### src/rtl/bridge_tx.sv
// Transmit half of the UART bridge: turns 16-bit bus read responses into
// ASCII replies "M" + 4 hex digits + CR [+ LF] on a byte valid/ready stream.
module bridge_tx #(
  parameter bit         APPEND_LF = 1'b1,
  parameter logic [7:0] RESP_CHAR = 8'h4D
) (
  input  logic        clk,
  input  logic        rst_n,
  input  logic [15:0] data_i,
  input  logic        rw_i,
  input  logic        valid_i,
  output logic [7:0]  byte_o,
  output logic        valid_o,
  input  logic        ready_i,
  output logic        busy_o,
  output logic        drop_o
);

  localparam int unsigned MSG_LEN  = APPEND_LF ? 7 : 6;
  localparam logic [2:0]  LAST_IDX = 3'(MSG_LEN - 1);

  typedef enum logic {
    IDLE,
    SEND
  } state_e;

  state_e      state_q, state_d;
  logic [2:0]  idx_q, idx_d;
  logic [15:0] act_q, act_d;
  logic [15:0] pend_q, pend_d;
  logic        pend_vld_q, pend_vld_d;
  logic        drop_q, drop_d;
  logic [7:0]  msg_byte;

  logic resp_evt;
  logic handshake;
  logic last_hs;

  function automatic logic [7:0] hex_ascii(input logic [3:0] n);
    return (n <= 4'd9) ? (8'h30 + {4'h0, n}) : (8'h37 + {4'h0, n});
  endfunction

  assign resp_evt  = valid_i && !rw_i;
  assign handshake = (state_q == SEND) && ready_i;
  assign last_hs   = handshake && (idx_q == LAST_IDX);

  always_comb begin
    case (idx_q)
      3'd0:    msg_byte = RESP_CHAR;
      3'd1:    msg_byte = hex_ascii(act_q[15:12]);
      3'd2:    msg_byte = hex_ascii(act_q[11:8]);
      3'd3:    msg_byte = hex_ascii(act_q[7:4]);
      3'd4:    msg_byte = hex_ascii(act_q[3:0]);
      3'd5:    msg_byte = 8'h0D;
      default: msg_byte = 8'h0A;
    endcase
  end

  assign byte_o  = (state_q == SEND) ? msg_byte : 8'h00;
  assign valid_o = (state_q == SEND);
  assign busy_o  = (state_q == SEND);
  assign drop_o  = drop_q;

  always_comb begin
    // NOTE: every next-state signal gets a default before any branch so no latch is inferred.
    state_d    = state_q;
    idx_d      = idx_q;
    act_d      = act_q;
    pend_d     = pend_q;
    pend_vld_d = pend_vld_q;
    drop_d     = 1'b0;

    case (state_q)
      IDLE: begin
        if (resp_evt) begin
          state_d = SEND;
          idx_d   = 3'd0;
          act_d   = data_i;
        end
      end
      SEND: begin
        if (last_hs) begin
          idx_d = 3'd0;
          if (pend_vld_q) begin
            // Pending promotes; the freed pending slot can take a same-edge response.
            act_d      = pend_q;
            pend_vld_d = resp_evt;
            if (resp_evt) pend_d = data_i;
          end else if (resp_evt) begin
            act_d = data_i;
          end else begin
            state_d = IDLE;
          end
        end else begin
          if (handshake) idx_d = idx_q + 3'd1;
          if (resp_evt) begin
            if (!pend_vld_q) begin
              pend_d     = data_i;
              pend_vld_d = 1'b1;
            end else begin
              drop_d = 1'b1;
            end
          end
        end
      end
      default: state_d = IDLE;
    endcase
  end

  always_ff @(posedge clk or negedge rst_n) begin
    if (!rst_n) begin
      state_q    <= IDLE;
      idx_q      <= 3'd0;
      act_q      <= 16'h0000;
      pend_q     <= 16'h0000;
      pend_vld_q <= 1'b0;
      drop_q     <= 1'b0;
    end else begin
      // NOTE: non-blocking assignments so all registers update from pre-edge values.
      state_q    <= state_d;
      idx_q      <= idx_d;
      act_q      <= act_d;
      pend_q     <= pend_d;
      pend_vld_q <= pend_vld_d;
      drop_q     <= drop_d;
    end
  end

endmodule

### config.mk
export PLATFORM = sky130hd
export DESIGN_NAME = bridge_tx
export DESIGN_NICKNAME = d
export VERILOG_FILES = /design/src/rtl/bridge_tx.sv
export SDC_FILE = /design/constraint.sdc
export NUM_CORES = 1
export LEC_CHECK = 0
export ABC_CLOCK_PERIOD_IN_PS = 3300
export CAP_MARGIN = 0
export CORE_ASPECT_RATIO = 1.25
export CORE_MARGIN = 2
export CORE_UTILIZATION = 40
export CTS_BUF_LIST = sky130_fd_sc_hd__clkbuf_8 sky130_fd_sc_hd__clkbuf_16
export DETAILED_ROUTE_END_ITERATION = 12
export PLACE_DENSITY_LB_ADDON = 0.08
export SLEW_MARGIN = 20
export SYNTH_ARGS = -nofsm -noshare
export SYNTH_HDL_FRONTEND = slang
export SYNTH_SLANG_ARGS = --single-unit
export TNS_END_PERCENT = 5
### constraint.sdc
create_clock -name clk -period 3.3 [get_ports clk]
set_input_delay 0.99 -clock clk [delete_from_list [all_inputs] [get_ports clk]]
set_output_delay 0.99 -clock clk [all_outputs]
set_load 0.005 [all_outputs]
==> impl_metrics.env <==
export IMPL_status="complete, no violations"
export IMPL_powerDensity_nw_per_um2=956
export IMPL_antenna_found_initial=0
export IMPL_seq_area_frac_synth_pct=40.4
export IMPL_rr_worst_depth=4
export IMPL_grt_overflow_total=0
export IMPL_multi_input_comb_area_sq_um=1350
export IMPL_viasPerCell=5.57
export IMPL_final_common_cell="dfrtp_1"
export IMPL_grt_pass1_vias=1896
export IMPL_diodes=0
export IMPL_drc_errors=0
export IMPL_rows=31
export IMPL_syn_area_sq_um=2350
export IMPL_p_leak_nw=1.28
export IMPL_ir_drop_mv=0.377
export IMPL_ys_ff_latch=38
export IMPL_relSlewSlack_pct=42.6
export IMPL_synth_cell_types=50
export IMPL_rsz0062_at_grt="true"
export IMPL_fin_worst_skew_ps=10.6
export IMPL_tns_ps=0
export IMPL_drt_initial_drc_count=129
export IMPL_nets=317
export IMPL_fin_crit_ps=3280
export IMPL_cts_root_buf="clkbuf_8"
export IMPL_ioPinCount=32
export IMPL_seqCellArea_sq_um=953
export IMPL_clkSinkCount=38
export IMPL_crit_required_ps=2310
export IMPL_cp_start_kind="flip-flop"
export IMPL_syn_to_final_growth_pct=26.4
export IMPL_clockBufferDepth=2
export IMPL_die_h_um=89.8
export IMPL_synth_largest_area_cell="dfrtp_1"
export IMPL_clk_pin_slew_ps=80
export IMPL_hold_class="reg2reg"
export IMPL_die_w_um=72.6
export IMPL_yosys_warnings=0
export IMPL_synth_top_area_share_pct=40.4
export IMPL_final_cell_mix="dfrtp_1, clkdlybuf4s50_1, nor2_1"
export IMPL_port_buffers=30
export IMPL_synth_edf_count=0
export IMPL_async_flop_share_pct=100
export IMPL_hold_buffers=0
export IMPL_r2r_end="act_q[12]"
export IMPL_dp_cells=336
export IMPL_globalplace_congestion=0.852
export IMPL_htreeDepth=2
export IMPL_crit_path_start="idx_q[0]"
export IMPL_fin_crit_sh_pct=99.5
export IMPL_path_max_fanout=5
export IMPL_numCtsBuffers=5
export IMPL_clock_fmax_ghz=0.305
export IMPL_clkLatencyLatePin_ps=300
export IMPL_r2r_slack_ps=1300
export IMPL_die_area_sq_um=6520
export IMPL_core_sq_um=5740
export IMPL_final_hold_viol_count=0
export IMPL_grt_max_degree=39
export IMPL_r2r_start="busy_o"
export IMPL_cp_end_kind="primary output"
export IMPL_wl_per_cell_um=15.9
export IMPL_dr_pass1_iters=4
export IMPL_grt_pass1_wl_mm=9.27
export IMPL_final_fill_count=539
export IMPL_syn_nets=279
export IMPL_ant_nets=0
export IMPL_endpoint="byte_o[3]"
export IMPL_grt_use_total_pct=17.9
export IMPL_slew_violations=0
export IMPL_avgSynthCellArea_sq_um=9.61
export IMPL_fin_cells=350
export IMPL_cap_violations=0
export IMPL_worstSetupPathType="reg2out"
export IMPL_worstPathArrival_ps=2290
export IMPL_synth_area_top_cells="dfrtp_1, ha_1, mux2_4, a21oi_1, o22ai_1"
export IMPL_cts_tree="done"
export IMPL_max_slew_worst_pin_slew_ps=861
export IMPL_drt_total_wl_mm=5.55
export IMPL_synth_ff_type="dfrtp_1"
export IMPL_postSynthCellCount=245
export IMPL_vias=1951
export IMPL_setup_viol=0
export IMPL_hpwl_mm=4.00
export IMPL_drive_gt1_share_pct=22.9
export IMPL_initial_utilization_pct=41.0
## cell usage after synthesis (all sizes together), types with 2 or more instances
master / instances
nor2b: 2
a211oi: 2
nand3b: 2
nor3: 3
nand3: 5
a41oi: 2
inv: 15
nand2b: 3
nor2: 26
clkbuf: 5
o21bai: 4
mux2: 17
o31a: 2
nand2: 18
a22oi: 2
o21ai: 7
a21oi: 27
o22ai: 18
a21boi: 2
buf: 7
or2: 2
a31oi: 4
ha: 13
dfrtp: 38
## worst max-delay path, stage by stage (launching register included)
cell and delay [ps]:
dfrtp_1 420, inv_1 120, ha_2 260, nor4bb_1 280, o31a_1 180, a311oi_1 60, a31oi_1 150, clkdlybuf4s50_1 520
## registers in the layout, indices dropped and copies added (netlist names)
name,count
act_q,16
pend_vld_q,1
drop_o,1
busy_o,1
idx_q,3
pend_q,16
## through the flow
stage	hold slack, ps	setup slack, ps	util [%]	power (mW)	cell area (sq um)
6_report	515	16.7	51.9	2.84	2980
5_1_grt	526	-78.8	51.9	3.07	2980
4_1_cts	515	-7.06	50.5	2.76	2900
3_5_place_dp	494	227	47.2	2.20	2710
3_3_place_gp	490	227	47.2	2.20	2710
2_1_floorplan	481	737	-	1.73	2350
## layout make-up
class / instances / area share, %
Multi-Input combinational cell: 180 / 45.2
Sequential cell: 38 / 32.0
Timing Repair Buffer: 43 / 13.3
Clock buffer: 6 / 2.77
Tap cell: 66 / 2.77
Clock inverter: 2 / 2.02
Inverter: 15 / 1.89
## cell families after synthesis
group	after synthesis	synth area share [%]
AO/OA/AOI/OAI	82	22.5
XOR/XNOR	1	0.691
adder cells (fa/ha/maj)	13	6.91
buffers and inverters	27	5.53
flip-flops	38	40.4
multiplexers	18	10.1
other	1	0.159
AND/OR/NAND/NOR	65	13.7
## power by group
group,switching [mW],internal [mW],leakage (nW)
Sequential,0.220,0.686,0.445
Combinational,0.662,0.786,0.761
Clock,0.168,0.323,0.0714
## per-layer routing
metal	track usage (%)	routed length, um	vias to the layer above
li1	-	-	966
met1	26.7	2670	916
met2	25.8	2490	58
met3	2.91	242	11
met4	6.94	148	0
met5	0	0	-
## worst min-delay path by stage
stage	startpoint	endpoint	slack, ps	cells past startpoint
floorplan	pend_q[15]	pend_q[15]	480	1
global placement	pend_q[15]	pend_q[15]	490	1
detailed placement	pend_q[12]	pend_q[12]	490	1
CTS	pend_q[4]	pend_q[4]	510	1
global route	pend_q[10]	pend_q[10]	530	1
finish	pend_q[6]	pend_q[6]	510	1
## what timing repair did
item | CTS | global route
pin swaps | 1 | 3
gates resized for setup | 11 | 10
setup buffers | 1 | 5
setup endpoints to repair | 5 | 5
No activity file was read; power rests on OpenSTA's default activity.
